**config.mk**
```make
export PLATFORM = sky130hd
export DESIGN_NAME = uart_rx_frame_flat
export DESIGN_NICKNAME = d
export VERILOG_FILES = /design/src/rtl/uart_rx_frame_if.sv /design/src/rtl/uart_rx_frame.sv /design/src/flat_wrapper.sv
export SDC_FILE = /design/constraint.sdc
export NUM_CORES = 1
export LEC_CHECK = 0
export BUFFER_PORTS_ARGS = -buffer_cell sky130_fd_sc_hd__buf_2
export CAP_MARGIN = 20
export CORE_MARGIN = 2
export CORE_UTILIZATION = 30
export DETAILED_ROUTE_END_ITERATION = 16
export GPL_TIMING_DRIVEN = 1
export HOLD_SLACK_MARGIN = 0.06
export PLACE_DENSITY = 0.45
export SLEW_MARGIN = 10
export SYNTH_ARGS = -nofsm -noshare
export SYNTH_HDL_FRONTEND = slang
export SYNTH_SLANG_ARGS = --single-unit
```
**constraint.sdc**
```tcl
create_clock -name CLK -period 4.11 [get_ports CLK]
set_input_delay 0.411 -clock CLK [delete_from_list [all_inputs] [get_ports CLK]]
set_output_delay 0.411 -clock CLK [all_outputs]
set_load 0.01 [all_outputs]
```
**src/rtl/uart_rx_frame_if.sv**
```systemverilog
// Serial receive interface: line and frame configuration toward the receiver,
// received word and per-frame status pulses back from it.
interface uart_rx_frame_if #(
   parameter int DATA_WIDTH = 8
) ();
   logic                  RX_IN;
   logic                  PAR_EN;
   logic                  PAR_TYP;
   logic [5:0]            PRESCALE;
   logic [DATA_WIDTH-1:0] P_DATA;
   logic                  DATA_VALID;
   logic                  PAR_ERR;
   logic                  STP_ERR;

   // Line driver side (serial source / configuration owner)
   modport master (
      output RX_IN, PAR_EN, PAR_TYP, PRESCALE,
      input  P_DATA, DATA_VALID, PAR_ERR, STP_ERR
   );

   // Receiver side
   modport slave (
      input  RX_IN, PAR_EN, PAR_TYP, PRESCALE,
      output P_DATA, DATA_VALID, PAR_ERR, STP_ERR
   );
endinterface

```
**src/rtl/uart_rx_frame.sv**
```systemverilog
// UART frame receiver: oversampled start/data/parity/stop decoding with a
// 2-of-3 majority vote around mid-bit, one-cycle result pulses.
module uart_rx_frame #(
   parameter int DATA_WIDTH = 8
) (
   input  logic             CLK,
   input  logic             RST,
   uart_rx_frame_if.slave   rx_if
);

   localparam int BW = $clog2(DATA_WIDTH + 1);
   localparam logic [BW-1:0] LAST_BIT = BW'(DATA_WIDTH - 1);

   typedef enum logic [2:0] {
      IDLE,
      START,
      DATA,
      PARITY,
      STOP
   } state_t;

   state_t                state;
   logic [5:0]            edge_cnt;
   logic [BW-1:0]         bit_cnt;
   logic [2:0]            samp;
   logic [DATA_WIDTH-1:0] shreg;
   logic                  par_en_r;
   logic                  par_typ_r;
   logic                  par_err_r;
   logic [DATA_WIDTH-1:0] p_data_r;
   logic                  data_valid_r;
   logic                  par_err_p;
   logic                  stp_err_p;

   logic [5:0]            half;
   logic                  bit_end;
   logic                  in_window;
   logic                  vote;
   logic [DATA_WIDTH:0]   shift_in;

   // Bit timing: last edge of a bit period, and the three mid-bit vote edges
   always_comb begin
      half      = rx_if.PRESCALE >> 1;
      bit_end   = (edge_cnt == rx_if.PRESCALE - 6'd1);
      in_window = (edge_cnt == half - 6'd1) || (edge_cnt == half) ||
                  (edge_cnt == half + 6'd1);
      vote      = (samp[0] & samp[1]) | (samp[0] & samp[2]) | (samp[1] & samp[2]);
      // New bit enters at the MSB so the first data bit ends up at bit 0
      shift_in  = {vote, shreg};
   end

   // Receive FSM with edge/bit counters, vote samples and registered results
   always_ff @(posedge CLK) begin
      if (RST) begin
         state        <= IDLE;
         edge_cnt     <= '0;
         bit_cnt      <= '0;
         samp         <= '0;
         shreg        <= '0;
         par_en_r     <= 1'b0;
         par_typ_r    <= 1'b0;
         par_err_r    <= 1'b0;
         p_data_r     <= '0;
         data_valid_r <= 1'b0;
         par_err_p    <= 1'b0;
         stp_err_p    <= 1'b0;
      end else begin
         data_valid_r <= 1'b0;
         par_err_p    <= 1'b0;
         stp_err_p    <= 1'b0;

         // Only the three window edges feed the vote; anything else on the line is ignored
         if (state != IDLE && in_window)
            samp <= {samp[1:0], rx_if.RX_IN};

         if (state != IDLE)
            edge_cnt <= bit_end ? 6'd0 : edge_cnt + 6'd1;

         case (state)
            IDLE: begin
               // Frame configuration is captured here and frozen for the whole frame
               par_en_r  <= rx_if.PAR_EN;
               par_typ_r <= rx_if.PAR_TYP;
               par_err_r <= 1'b0;
               bit_cnt   <= '0;
               edge_cnt  <= 6'd0;
               if (!rx_if.RX_IN) begin
                  // This cycle is edge 0 of the start bit
                  state    <= START;
                  edge_cnt <= 6'd1;
               end
            end

            START: begin
               if (bit_end)
                  state <= vote ? IDLE : DATA;
            end

            DATA: begin
               if (bit_end) begin
                  shreg   <= shift_in[DATA_WIDTH:1];
                  bit_cnt <= bit_cnt + 1'b1;
                  if (bit_cnt == LAST_BIT)
                     state <= par_en_r ? PARITY : STOP;
               end
            end

            PARITY: begin
               if (bit_end) begin
                  par_err_r <= vote != ((^shreg) ^ par_typ_r);
                  state     <= STOP;
               end
            end

            STOP: begin
               if (bit_end) begin
                  state <= IDLE;
                  if (!par_err_r && vote) begin
                     p_data_r     <= shreg;
                     data_valid_r <= 1'b1;
                  end else begin
                     par_err_p <= par_err_r;
                     stp_err_p <= !vote;
                  end
               end
            end

            default: state <= IDLE;
         endcase
      end
   end

   assign rx_if.P_DATA     = p_data_r;
   assign rx_if.DATA_VALID = data_valid_r;
   assign rx_if.PAR_ERR    = par_err_p;
   assign rx_if.STP_ERR    = stp_err_p;

endmodule

```
**src/flat_wrapper.sv**
```systemverilog
// flat-port wrapper written by rule: the top's interface ports become plain ports
module uart_rx_frame_flat 
#(
   parameter int DATA_WIDTH = 8
)
  (CLK, RST, rx_if_RX_IN, rx_if_PAR_EN, rx_if_PAR_TYP, rx_if_PRESCALE, rx_if_P_DATA, rx_if_DATA_VALID, rx_if_PAR_ERR, rx_if_STP_ERR);
  uart_rx_frame_if #(.DATA_WIDTH(DATA_WIDTH)) rx_if_i ();
  input  logic CLK;
  input  logic RST;
  input wire logic [$bits(rx_if_i.RX_IN)-1:0] rx_if_RX_IN;
  input wire logic [$bits(rx_if_i.PAR_EN)-1:0] rx_if_PAR_EN;
  input wire logic [$bits(rx_if_i.PAR_TYP)-1:0] rx_if_PAR_TYP;
  input wire logic [$bits(rx_if_i.PRESCALE)-1:0] rx_if_PRESCALE;
  output wire logic [$bits(rx_if_i.P_DATA)-1:0] rx_if_P_DATA;
  output wire logic [$bits(rx_if_i.DATA_VALID)-1:0] rx_if_DATA_VALID;
  output wire logic [$bits(rx_if_i.PAR_ERR)-1:0] rx_if_PAR_ERR;
  output wire logic [$bits(rx_if_i.STP_ERR)-1:0] rx_if_STP_ERR;
  assign rx_if_i.RX_IN = rx_if_RX_IN;
  assign rx_if_i.PAR_EN = rx_if_PAR_EN;
  assign rx_if_i.PAR_TYP = rx_if_PAR_TYP;
  assign rx_if_i.PRESCALE = rx_if_PRESCALE;
  assign rx_if_P_DATA = rx_if_i.P_DATA;
  assign rx_if_DATA_VALID = rx_if_i.DATA_VALID;
  assign rx_if_PAR_ERR = rx_if_i.PAR_ERR;
  assign rx_if_STP_ERR = rx_if_i.STP_ERR;
  uart_rx_frame #(.DATA_WIDTH(DATA_WIDTH)) u_core (.CLK(CLK), .RST(RST), .rx_if(rx_if_i));
endmodule
```
==> metrics.sh <==
DIE_W_UM=89.12
STATUS='finished clean'
INITIAL_UTILIZATION_PCT=30.45
CTS.ROOT.BUFFER_CELL='sky130_fd_sc_hd__clkbuf_8'
FINAL_SKEW_PS=3.488
TIMING.FMAX_MHz=405.4
SYNTH_FP_NETS=262
MAX_SLEW.WORST_PIN.SLEW_PS=792.7
PWR_DENSITY_CELL_nW_PER_UM2=315.8
H_TREE_LVLS=2
SYNTH_AREA_UM2=2173
DIE-AREA_UM2=7941
WORST_R2R_STARTPOINT='u_core.edge_cnt[2]'
SYNTH_ASYNC_SR_FLOP_SHARE_PCT=0
DRC=0
COUNT_OF_STATE_ELEMENTS_AFTER_SYNTHESIS=38
GRT_UTIL_ALL_LAYERS_PCT=11.82
CTS_TREE='done'
BOUNDARYPINS=22
CRITPATHMAXFANOUT=10
N_ANTENNA_CELL=0
SETUP_VIOLATIONS=0
GRT_FIRST_PASS_WIRELENGTH_UM=7265
PEAKVDDDROP_mV=0.1353
DETAILROUTE.VIA_COUNT=1661
MAXCAPVIOLATIONS=0
HPWL_UM=3232
HOLD_SLACK_PS=370.1
DRT-WIRELENGTH-PER-CELL_UM=12.29
SLEW-LIMIT-HEADROOM_PCT=46.76
HOLD_CLASS='primary input to flop'
GR_OVFL_TOTAL=0
POST_SYNTHESIS_AREA_PER_INSTANCE_UM2=8.871
CLK_PIN_SLEW_WORST_PATHS_PS=70
FINAL_MAX_SLEW_VIOL_COUNT=0
POWER.LEAKAGE_nW=0.9423
CTS-BUFFERS-INSERTED=5
SYNTHCELLS=245
SETUP_SLACK_PS=1643
CRIT_TYPE='primary input to flop'
NNETSFINAL=278
FILL_CELLS=787
WORSTSKEWPAIRLATENCY_PS=280
POST-ROUTE-PERIOD-UTIL_PCT=60.02
HOLD_START='rx_if_PAR_EN'
SYNTH_EDF_COUNT=0
CP-START-KIND='primary input'
GPL.FINAL_WEIGHTED_CONGESTION=0.7191
DRTPASS1ITERATIONS=4
DRIVE_GT1_SHARE_PCT=16.09
CTS_SETUP_BUFFERS=0
DETAIL-ROUTE-ANTENNA-NETS=0
DRT-VIAS-PER-INSTANCE=4.614
1ST_ITER_DRT_VIOLS=33
DRT-TOTAL-WL_UM=4426
TIMING.CRITICAL_PATH.FROM='rx_if_PRESCALE[2]'
LAYOUT-AREA-OVERHEAD-VS-SYNTH_PCT=12.67
CTSHOLDBUFFERS=0
LAYOUT_MIN_CYCLE_TIME_PS=2467
YOSYS_MOST_USED_DFF='sky130_fd_sc_hd__dfxtp_1'
NUMBER_OF_GLOBAL_ROUTE_VIAS_BEFORE_REPAIR=1545
CHIP_HEIGHT_UM=89.12
CLK_PATH_BUF_DEPTH=2
NUMCLOCKSINKS=38
RSZ_0062_RAISED_AFTER_GLOBAL_ROUTING='false'
IO_BUFFER_COUNT=21
CP.ARRIVAL_PS=2620
COREAREA_UM2=7137
YOSYSSEQAREASHARE_PCT=35.00
FIN_SETUP_TNS_PS=0
ENDPOINT_KIND='flop'
WORST_EP_REQUIRED_TIME_PS=4260
SYNTH.YOSYS.WARNINGS=0
FINAL-HOLD-VIOLATION-COUNT=0
YOSYSUNIQUECELLTYPES=50
POST_CTS_RESIZED=0
DP_WORST_SETUP_SLACK_PS=1311
ANTENNA_FOUND_INITIAL=0
NUMBER_OF_PLACEMENT_ROWS=31
MAXIMUM_NUMBER_OF_PINS_ON_ONE_NET_BEFORE_GLOBAL_ROUTE_REPAIR=34
area by class of cell:
cell class / instances / area (um^2) / area share (%)
Inverter: 5 / 18.77 / 0.7665
Sequential cell: 38 / 760.7 / 31.07
Multi-Input combinational cell: 189 / 1320 / 53.91
Clock inverter: 1 / 30.03 / 1.226
Timing Repair Buffer: 22 / 112.6 / 4.599
Clock buffer: 6 / 82.58 / 3.373
Tap cell: 99 / 123.9 / 5.059
worst paths after layout:
path | endpoint | slack (ps) | depth (start not counted)
max | u_core.rx_if.P_DATA[1] | 1640 | 9
max reg2reg | u_core.rx_if.P_DATA[1] | 1700 | 6
min reg2reg | u_core.rx_if.PAR_ERR | 460 | 2
min | u_core.par_en_r | 370 | 3
synthesized netlist by cell type, drive strengths merged (6+ instances only):
cell / count / area, um^2
buf: 7 / 51.29
clkbuf: 6 / 22.52
dfxtp: 38 / 760.7
ha: 6 / 75.07
mux2i: 19 / 190.2
nand2: 20 / 75.07
nand2b: 7 / 43.79
nor2: 44 / 165.2
xnor2: 18 / 165.2
xor2: 14 / 130.1
flip-flops by register name, indices dropped and copies added (netlist names), 3 cells and up:
signal,flops
u_core.bit_cnt,4
u_core.edge_cnt,6
u_core.rx_if.P_DATA,8
u_core.samp,3
u_core.shreg,8
u_core.state,3
report_power, final:
group	switching (mW)	internal (mW)
clock	0.123	0.194
combinational	0.0482	0.0302
sequential	0.00628	0.372
cells by family (layout without fill, tap and decap cells):
group | after synthesis | count (layout) | synth area share [%]
multiplexers | 21 | 21 | 9.787
XOR/XNOR | 32 | 32 | 13.59
buffers and inverters | 18 | 34 | 4.260
AND/OR/NAND/NOR | 102 | 102 | 23.43
AO/OA/AOI/OAI | 27 | 27 | 10.02
flip-flops | 38 | 38 | 35.00
adder cells (fa/ha/maj) | 7 | 7 | 3.915
critical path, cell delays in order:
cell	delay (ps)
sky130_fd_sc_hd__buf_2	160
sky130_fd_sc_hd__inv_1	90
sky130_fd_sc_hd__ha_1	230
sky130_fd_sc_hd__a21boi_0	340
sky130_fd_sc_hd__xnor2_2	190
sky130_fd_sc_hd__o211ai_4	140
sky130_fd_sc_hd__nor4_4	730
sky130_fd_sc_hd__mux2i_1	270
sky130_fd_sc_hd__nor2_1	50
placed cells by master (no fill, tap or decap), types with 2 or more instances in the layout:
cell type                   n
sky130_fd_sc_hd__ha_1       6
sky130_fd_sc_hd__a21oi_1    4
sky130_fd_sc_hd__mux2i_1   19
sky130_fd_sc_hd__o31ai_1    3
sky130_fd_sc_hd__nor3_1     5
sky130_fd_sc_hd__nand2_1   20
sky130_fd_sc_hd__nand2b_1   7
sky130_fd_sc_hd__nor2b_1    2
sky130_fd_sc_hd__a31oi_1    3
sky130_fd_sc_hd__dfxtp_1   38
sky130_fd_sc_hd__clkbuf_8   6
sky130_fd_sc_hd__o211ai_1   4
sky130_fd_sc_hd__a211oi_1   2
sky130_fd_sc_hd__nand4_1    2
sky130_fd_sc_hd__mux2_2     2
sky130_fd_sc_hd__nor4_1     2
sky130_fd_sc_hd__xnor2_1   17
sky130_fd_sc_hd__xor2_1    13
sky130_fd_sc_hd__or3_1      3
sky130_fd_sc_hd__or2_2      2
sky130_fd_sc_hd__o21ai_0    2
sky130_fd_sc_hd__buf_2     21
sky130_fd_sc_hd__inv_1      5
sky130_fd_sc_hd__nand3_1    5
sky130_fd_sc_hd__nor2_1    44
metal layers:
layer,wire length [um],GRT usage (%),vias up
li1,-,-,862
met1,2105,15.06,770
met2,2126,19.87,22
met3,137,2.678,7
met4,56,3.664,0
met5,0,0,-
per-stage QoR:
step / std cells / power (mW) / area, um^2 / util, %
after floorplan: 245 / 0.4462 / 2173 / -
after global placement: 353 / 0.4666 / 2336 / 32.73
after detailed placement: 353 / 0.4659 / 2336 / 32.73
after CTS: 360 / 0.7901 / 2449 / 34.31
after global routing: 360 / 0.8163 / 2449 / 34.31
final: 360 / 0.7734 / 2449 / 34.31
(Power assumes the default switching activity.)
